File: config.mk
export PLATFORM = sky130hd
export DESIGN_NAME = mem_port_arbiter
export DESIGN_NICKNAME = d
export VERILOG_FILES = /design/src/rtl/cpu_mem_pkg.sv /design/src/rtl/rr_grant.sv /design/src/rtl/mem_port_arbiter.sv
export SDC_FILE = /design/constraint.sdc
export NUM_CORES = 1
export LEC_CHECK = 0
export CORE_UTILIZATION = 30
export DETAILED_ROUTE_END_ITERATION = 6
export DONT_BUFFER_PORTS = 1
export HOLD_SLACK_MARGIN = 0.02
export PLACE_DENSITY = 0.44
export SETUP_SLACK_MARGIN = 0.1
export SLEW_MARGIN = 5
export SYNTH_ARGS = -nofsm -noshare
export SYNTH_HDL_FRONTEND = slang
export SYNTH_SLANG_ARGS = --single-unit
File: constraint.sdc
create_clock -name clk -period 3.5 [get_ports clk]
set_input_delay 0.7 -clock clk [delete_from_list [all_inputs] [get_ports clk]]
set_output_delay 0.7 -clock clk [all_outputs]
set_load 0.02 [all_outputs]
File: src/rtl/cpu_mem_pkg.sv
// cpu_mem_pkg: arbiter FSM state type, read-latency ceiling and latency-counter width
package cpu_mem_pkg;
  typedef enum logic [1:0] {IDLE, WRITE, READ_WAIT, RESP} state_t;
  localparam int RD_LAT_MAX = 4;
  localparam int CNT_W = $clog2(RD_LAT_MAX + 1);
endpackage

File: src/rtl/rr_grant.sv
// rr_grant: one-hot gnt from req; mode=1 round-robin from last+1, mode=0 lowest index wins
module rr_grant #(
  parameter int NCH = 3,
  parameter int IW = (NCH > 1) ? $clog2(NCH) : 1
) (
  input  logic [NCH-1:0] req,
  input  logic           mode,
  input  logic [IW-1:0]  last,
  output logic [NCH-1:0] gnt
);
  always_comb begin
    gnt = '0;
    for (int k = NCH - 1; k >= 0; k--)
      for (int i = 0; i < NCH; i++)
        if (req[i] && i == (mode ? (int'(last) + 1 + k) % NCH : k)) gnt = NCH'(1) << i;
  end
endmodule

File: src/rtl/mem_port_arbiter.sv
// mem_port_arbiter: NCH requesters (req_*) share one RAM port (ram_*); completions on rsp_*, busy when not IDLE
module mem_port_arbiter
  import cpu_mem_pkg::*;
#(
  parameter int NCH = 3,
  parameter int DW = 32,
  parameter int RAM_AW = 12,
  parameter int RD_LAT = 1,
  parameter int RR_MODE = 1
) (
  input  logic              clk,
  input  logic              reset,
  input  logic [NCH-1:0]    req_valid,
  input  logic [NCH-1:0]    req_write,
  input  logic [NCH*32-1:0] req_addr,
  input  logic [NCH*DW-1:0] req_wdata,
  output logic [NCH-1:0]    req_ready,
  output logic [NCH-1:0]    rsp_valid,
  output logic [DW-1:0]     rsp_rdata,
  output logic              rsp_err,
  output logic              ram_we,
  output logic              ram_re,
  output logic [RAM_AW-1:0] ram_addr,
  output logic [DW-1:0]     ram_wdata,
  input  logic [DW-1:0]     ram_rdata,
  output logic              busy
);
  localparam int IW = (NCH > 1) ? $clog2(NCH) : 1;
  state_t            state_q;
  logic [IW-1:0]     last_q, ch_q, sel_d;
  logic [CNT_W-1:0]  cnt_q;
  logic [RAM_AW-1:0] addr_q;
  logic [DW-1:0]     wdata_q, rdata_q, wd_d;
  logic [NCH-1:0]    rsp_valid_q, gnt;
  logic              err_q, we_q, re_q, wr_d, oor_d, any_d;
  logic [31:0]       a_d;
  rr_grant #(.NCH(NCH), .IW(IW)) u_grant (
    .req (req_valid),
    .mode(RR_MODE != 0),
    .last(last_q),
    .gnt (gnt)
  );
  always_comb begin
    sel_d = '0;
    a_d = '0;
    wd_d = '0;
    wr_d = 1'b0;
    for (int i = 0; i < NCH; i++)
      if (gnt[i]) begin
        sel_d = IW'(i);
        a_d = req_addr[32*i +: 32];
        wd_d = req_wdata[DW*i +: DW];
        wr_d = req_write[i];
      end
    oor_d = |a_d[31:RAM_AW];
    any_d = state_q == IDLE && |gnt && !reset;
  end
  assign req_ready = any_d ? gnt : '0;
  assign rsp_err = err_q | (any_d & oor_d);
  assign rsp_valid = rsp_valid_q;
  assign rsp_rdata = rdata_q;
  assign ram_we = we_q;
  assign ram_re = re_q;
  assign ram_addr = addr_q;
  assign ram_wdata = wdata_q;
  assign busy = state_q != IDLE;
  always_ff @(posedge clk or posedge reset) begin
    if (reset) begin
      state_q <= IDLE;
      last_q <= IW'(NCH - 1);
      ch_q <= '0;
      cnt_q <= '0;
      addr_q <= '0;
      wdata_q <= '0;
      rdata_q <= '0;
      rsp_valid_q <= '0;
      err_q <= 1'b0;
      we_q <= 1'b0;
      re_q <= 1'b0;
    end else begin
      we_q <= 1'b0;
      re_q <= 1'b0;
      rsp_valid_q <= '0;
      err_q <= 1'b0;
      if (any_d) begin
        last_q <= sel_d;
        ch_q <= sel_d;
        addr_q <= a_d[RAM_AW-1:0];
        wdata_q <= wd_d;
        cnt_q <= '0;
        if (oor_d && !wr_d) begin
          state_q <= RESP;
          rsp_valid_q <= gnt;
          rdata_q <= '0;
          err_q <= 1'b1;
        end else if (!oor_d) begin
          state_q <= wr_d ? WRITE : READ_WAIT;
          we_q <= wr_d;
          re_q <= !wr_d;
        end
      end else if (state_q == READ_WAIT) begin
        cnt_q <= cnt_q + 1'b1;
        if (cnt_q == CNT_W'(RD_LAT)) begin
          state_q <= RESP;
          rsp_valid_q <= NCH'(1) << ch_q;
          rdata_q <= ram_rdata;
        end
      end else if (state_q != IDLE) begin
        state_q <= IDLE;
        rdata_q <= '0;
      end
    end
  end
endmodule

==> After elaboration in Yosys (flattened, before gate mapping) <==
Index checks and enable logic that the tools add are counted.
{ "word_totals": {"output_inout_bits": 86, "ff_bits": 91} }
{ "op_classes": {"shifts": 1, "n_addsub": 4, "div_mod_pow": 3, "n_eq_ne": 11, "reduce_logical": 25, "muxes": 47, "bitwise": 2} }
{ "ops": {"columns": ["op", "count"], "rows": [
  ["32-bit 2-to-1 mux", 11],
  ["2-bit by 32-bit equality test with 1-bit output (first input constant)", 3],
  ["3-bit by 32-bit equality test with 1-bit output (first input constant)", 3],
  ["32-bit zero test", 3],
  ["32-bit by 3-bit remainder unit with 32-bit output (second input constant)", 3],
  ["3-bit 2-to-1 mux", 14],
  ["32-bit by 2-bit adder with 32-bit output (second input constant)", 1],
  ["32-bit by 3-bit adder with 32-bit output (second input constant)", 1],
  ["20-bit OR reduction", 1],
  ["2-bit 2-to-1 mux", 9],
  ["1-bit 2-to-1 mux", 13],
  ["1-bit logical AND", 12],
  ["3-bit by 2-bit inequality test with 1-bit output (second input constant)", 2],
  ["3-bit AND reduction", 2],
  ["2-bit nonzero test", 2],
  ["2-bit by 1-bit adder with 3-bit output (second input constant)", 1],
  ["3-bit by 1-bit adder with 3-bit output (second input constant)", 1],
  ["3-bit by 1-bit equality test with 1-bit output (second input constant)", 1],
  ["3-bit nonzero test", 1],
  ["3-bit OR reduction", 1],
  ["1-bit by 2-bit left shift with 3-bit output (first input constant)", 1],
  ["2-bit equality test (second input constant)", 1],
  ["1-bit zero test", 2],
  ["2-bit zero test", 1],
  ["3 further kinds", 3]
]} }

==> Longest topological paths before layout <==
{ "depth": {"ltp_word": 21, "ltp_mapped": 10} }

==> By module <==
From an unflattened synthesis, not the netlist that was laid out.
{ "hier_totals": {"hier_cells": 556, "area_unflattened_um2": 5068.6} }
{ "by_module_without_submodules": {"columns": ["mod", "cells_each", "area_each_um2", "instances", "seq_area_each_um2"], "rows": [
  ["mem_port_arbiter", 457, 4302.9, 1, 2253.4],
  ["rr_grant", 99, 765.7, 1, 0.0]
]} }

==> Worst setup path before layout <==
No wires, ideal clock.
{ "synth_timing": {"path_kind": "reg-to-output", "from": "register last_q[1]", "to": "output port rsp_err", "n_path_buf": 2, "required_ns": 2.800, "path_stages_with_launch": 8, "arrival_time_ns": 2.079, "slack_ns": 0.721, "cell_sequence": "dfstp_2 > inv_1 > ha_1 > or3_4 > nand3_2 > buf_2 > buf_1 > o21bai_1"} }
{ "synth_via": {"elab_chain_cells": 20, "word_cells_on_any_way": 42} }
{ "synth_rtl": {"columns": ["element", "line_no", "rtl"], "rows": [
  ["start: declaration", "mem_port_arbiter.sv:30", "logic [IW-1:0] last_q, ch_q, sel_d;"],
  ["start signal: assignment", "mem_port_arbiter.sv:70", "last_q <= IW'(NCH - 1);"],
  ["start signal: assignment", "mem_port_arbiter.sv:86", "last_q <= sel_d;"],
  ["2-bit by 1-bit adder with 3-bit output *", "rr_grant.sv:15", "if (req[i] && i == (mode ? (int'(last) + 1 + k) % NCH : k)) gnt = NCH'(1) << i;"],
  ["32-bit by 3-bit adder with 32-bit output", "rr_grant.sv:15", null],
  ["32-bit by 3-bit remainder unit with 32-bit output", "rr_grant.sv:15", null],
  ["32-bit zero test", "rr_grant.sv:15", null],
  ["1-bit logical AND", "rr_grant.sv:15", null],
  ["1-bit 2-to-1 mux", "rr_grant.sv:15", null],
  ["2-bit 2-to-1 mux", "rr_grant.sv:15", null],
  ["3-bit 2-to-1 mux (6 in a row)", "rr_grant.sv:15", null],
  ["3-bit 2-to-1 mux *", "rr_grant.sv:15", null],
  ["32-bit 2-to-1 mux (3 in a row)", "mem_port_arbiter.sv:49", "if (gnt[i]) begin"],
  ["20-bit OR reduction", "mem_port_arbiter.sv:55", "oor_d = |a_d[31:RAM_AW];"],
  ["1-bit bitwise AND *", "mem_port_arbiter.sv:59", "assign rsp_err = err_q | (any_d & oor_d);"],
  ["1-bit bitwise OR *", "mem_port_arbiter.sv:59", null],
  ["end: declaration", "mem_port_arbiter.sv:20", "output logic rsp_err,"]
]} }
Mark *: on every way between the ends. The rest lies on a longest branch, timed or not.

==> Final worst setup path <==
Same ends and word-level chain as after synthesis.

==> impl_metrics.csv <==
group,metric,value,unit
run_status,run_status,"complete, but fails checks",
run_status,failed_checks,"design-rule violations",
sta,max_clock_freq,312,MHz
sta,worstMarginPinSlew,0.715,ns
pwr,pwr-share-seq,43.8,%
floorplan,die_x,128,um
pwr,total_switching_power,2.31,mW
pwr,power.combinational.fraction,36.1,%
pwr,clock_power_share,20.2,%
synth,avgSynthCellArea,8.73,sq um
critical_path,worstPathRequired,2.80,ns
clock_tree,cts-root-to-sink-buffers,2,
synth,synth_xor_area_share,0.185,%
routing,dr.pass1.iters,7,
floorplan,start_util,30.9,%
global_routing,grt_start_max_net_pins,86,
floorplan,die_h,128,um
routing,drt_drc_violations_left,10,
synth,synth_cell_types,37,
floorplan,row_count,45,
synth,post_synth_main_area_contributors,"dfrtp_1, nand2_1, a222oi_1",
floorplan,pin_count,318,
critical_path,timing.critical_path.fanout_max,19,
placed_design,post-place-ws,0.594,ns
global_routing,grt_pass1_wl,24.5,mm
clock_tree,cts_buffers,9,
clock_tree,cts_hold_repair.buffers,0,
sta,finalSetupViolCount,0,
final_layout,final_common_cell,"nand2_1",
final_layout,area_growth,10.1,%
synth,synth_compound_gate_area_share,17.1,%
job,cap_violations,0,
hold_path,hold_class,"in2async",
sta,final_max_slew_viol_count,0,
floorplan,overall_die_area,16300,sq um
pwr,power.internal,2.59,mW
global_routing,grt_overflow_total,0,
clock_tree,clockRootBuffer,"clkbuf_16",
synth,muxShareOfSynthArea,0,%
pwr,ir_worst_vdd,0.304,mV
synth,netlist_instances,542,
placed_design,globalplace.congestion,0.787,
sta,rsz0062_at_grt,"no",
global_routing,grtUsageTotal,19.9,%
routing,drt_iter0_drc,419,
pwr,net_sw_share,47.2,%
sta,hold_viol,0,
synth,mappedNetlistNets,778,
sta,layout_worst_path_cycle_share,91.4,%
sta,timing.slew.headroom,52.3,%
critical_path,setup.worst_path.class,"reg2out",
sta,setup_ws,0.299,ns
clock_tree,tritoncts,"done",
clock_tree,clk_transition_reported_paths,0.07,ns
sta,fin_tns_setup,0,ns
critical_path,cp-start-kind,"flop",
final_layout,antenna_cells,0,
routing,routed_wl,16.2,mm
floorplan,fp.coreArea,15300,sq um
synth,synth-seq-cells,90,
synth,synthesis.yosys.warnings,0,
final_layout,fraction_of_final_layout_cells_with_drive_strength_greater_than_1,7.81,%
critical_path,worst_setup_path_end_kind,"output port",
clock_tree,cts_setup_buffers,0,
synth,synth_top_family_by_area,"simple AND/OR/NAND/NOR gates",
clock_tree,htree_levels,3,
pwr,power.leakage,2.15,nW
routing,detail_route.vias_per_cell,5.74,
global_routing,grt_pass1_vias,4055,
routing,postRouteAntennaNets,0,
routing,avgRoutedWirePerCell,22.0,um
final_layout,layout.cells.most_common_list,"nand2_1, dfrtp_1, o21ai_0",
clock_tree,clk-insertion-delay-late,0.34,ns
critical_path,crit_arrival,2.50,ns
global_routing,number_of_antenna_violations_at_the_first_check_in_global_routing,0,
placed_design,port_buffers,0,
routing,num_vias,4222,
placed_design,place_hpwl,11.8,mm
synth,post_synth_and_or_nand_nor_area_fraction,29.2,%
synth,syn_area,4730,sq um
pwr,cellPowerDensity,941,nW/um^2
final_layout,num-nets-final,756,
synth,synth.yosys.seq_area_share,47.6,%
synth,yosysTopAreaCellShare,47.1,%
clock_tree,clock-sinks,90,
synth,post_synth_fa_ha_maj_area_fraction,1.06,%
sta,timing.final.crit_period,3.20,ns
synth,leading_area_contributor_after_synthesis,"dfrtp_1",
clock_tree,cts.repair.resized,0,
sta,final.setup_skew,0.00774,ns
[routing by layer]
metal / GRT usage (%) / vias up / wire (um)
li1: - / 1944 / -
met1: 24.1 / 2064 / 6480
met2: 32.7 / 198 / 7960
met3: 7.20 / 16 / 1510
met4: 6.85 / 0 / 265
met5: 0 / - / 0
[registers in the layout (all words and copies together) (netlist names), 2 cells and up]
| name | cells |
|---|---|
| ram_addr | 12 |
| cnt_q | 3 |
| last_q | 2 |
| state_q | 2 |
| rsp_valid | 3 |
| ram_wdata | 32 |
| rsp_rdata | 32 |
[cell type report]
type / instances / area [sq um]
Sequential cell: 90 / 2250
Tap cell: 211 / 264
Fill cell: 1605 / 10100
Clock buffer: 10 / 229
Clock inverter: 6 / 66.3
Timing Repair Buffer: 14 / 105
Inverter: 7 / 28.8
Multi-Input combinational cell: 398 / 2260
[cell families after synthesis]
| family | Yosys count |
|---|---|
| simple gates | 286 |
| compound gates | 107 |
| flops | 90 |
| buf+inv | 54 |
| fa+ha+maj | 4 |
| xor+xnor | 1 |
[cell usage after synthesis (all sizes together)]
| cell type | n |
|---|---|
| nor4 | 15 |
| o2111a | 1 |
| o21bai | 1 |
| and3 | 4 |
| buf | 21 |
| or2 | 1 |
| and2 | 35 |
| nor2 | 2 |
| nand3b | 1 |
| a222oi | 44 |
| nor3 | 1 |
| xor2 | 1 |
| o21ai | 50 |
| nor2b | 2 |
| or3 | 3 |
| dfrtp | 89 |
| a21oi | 1 |
| ha | 4 |
| a32o | 3 |
| nand4 | 32 |
| nor3b | 2 |
| nand3 | 39 |
| clkbuf | 26 |
| dfstp | 1 |
| inv | 7 |
| a21o | 3 |
| o211a | 2 |
| nand2 | 149 |
| a22oi | 1 |
| o21ba | 1 |
[worst paths after layout]
| path | start | to | slack (ns) | depth (start not counted) |
|---|---|---|---|---|
| setup / recovery | last_q[1] | rsp_err | 0.30 | 8 |
| hold / removal | reset | rsp_rdata[8] | 0.33 | 1 |
| setup reg to reg | last_q[1] | state_q[0] | 0.59 | 9 |
| hold reg to reg | last_q[1] | last_q[1] | 0.52 | 1 |
| max in group asynchronous | reset | ram_re | 2.41 | 2 |
| min in group clk | ram_rdata[3] | rsp_rdata[3] | 0.50 | 2 |
[worst max-delay path, stage by stage, from the launching register on]
cell and delay (ns):
dfstp_2 0.54, inv_1 0.04, ha_1 0.32, or3_4 0.41, o2111a_2 0.28, o21ai_1 0.13, and3_1 0.19, o21bai_1 0.07
buf_4 0.17
[per-stage QoR]
step | hold WS [ns] | power, mW | util, % | cells | instance area, sq um
floorplan | 0.472 | 3.46 | - | 542 | 4730
global placement | 0.507 | 3.89 | 32.0 | 720 | 4910
detailed placement | 0.511 | 3.95 | 32.0 | 720 | 4910
CTS | 0.350 | 4.96 | 34.0 | 736 | 5200
global route | 0.364 | 5.28 | 34.0 | 736 | 5210
finish | 0.330 | 4.90 | 34.0 | 736 | 5210
[power groups by stage]
stage | clock network, mW | logic, mW | registers, mW
global route | 1.07 | 2.01 | 2.20
CTS | 1.02 | 1.79 | 2.15
floorplan | 0 | 1.41 | 2.05
finish | 0.989 | 1.77 | 2.15
global placement | 0 | 1.72 | 2.16
detailed placement | 0 | 1.79 | 2.16
No activity file was read; power rests on OpenSTA's default activity.
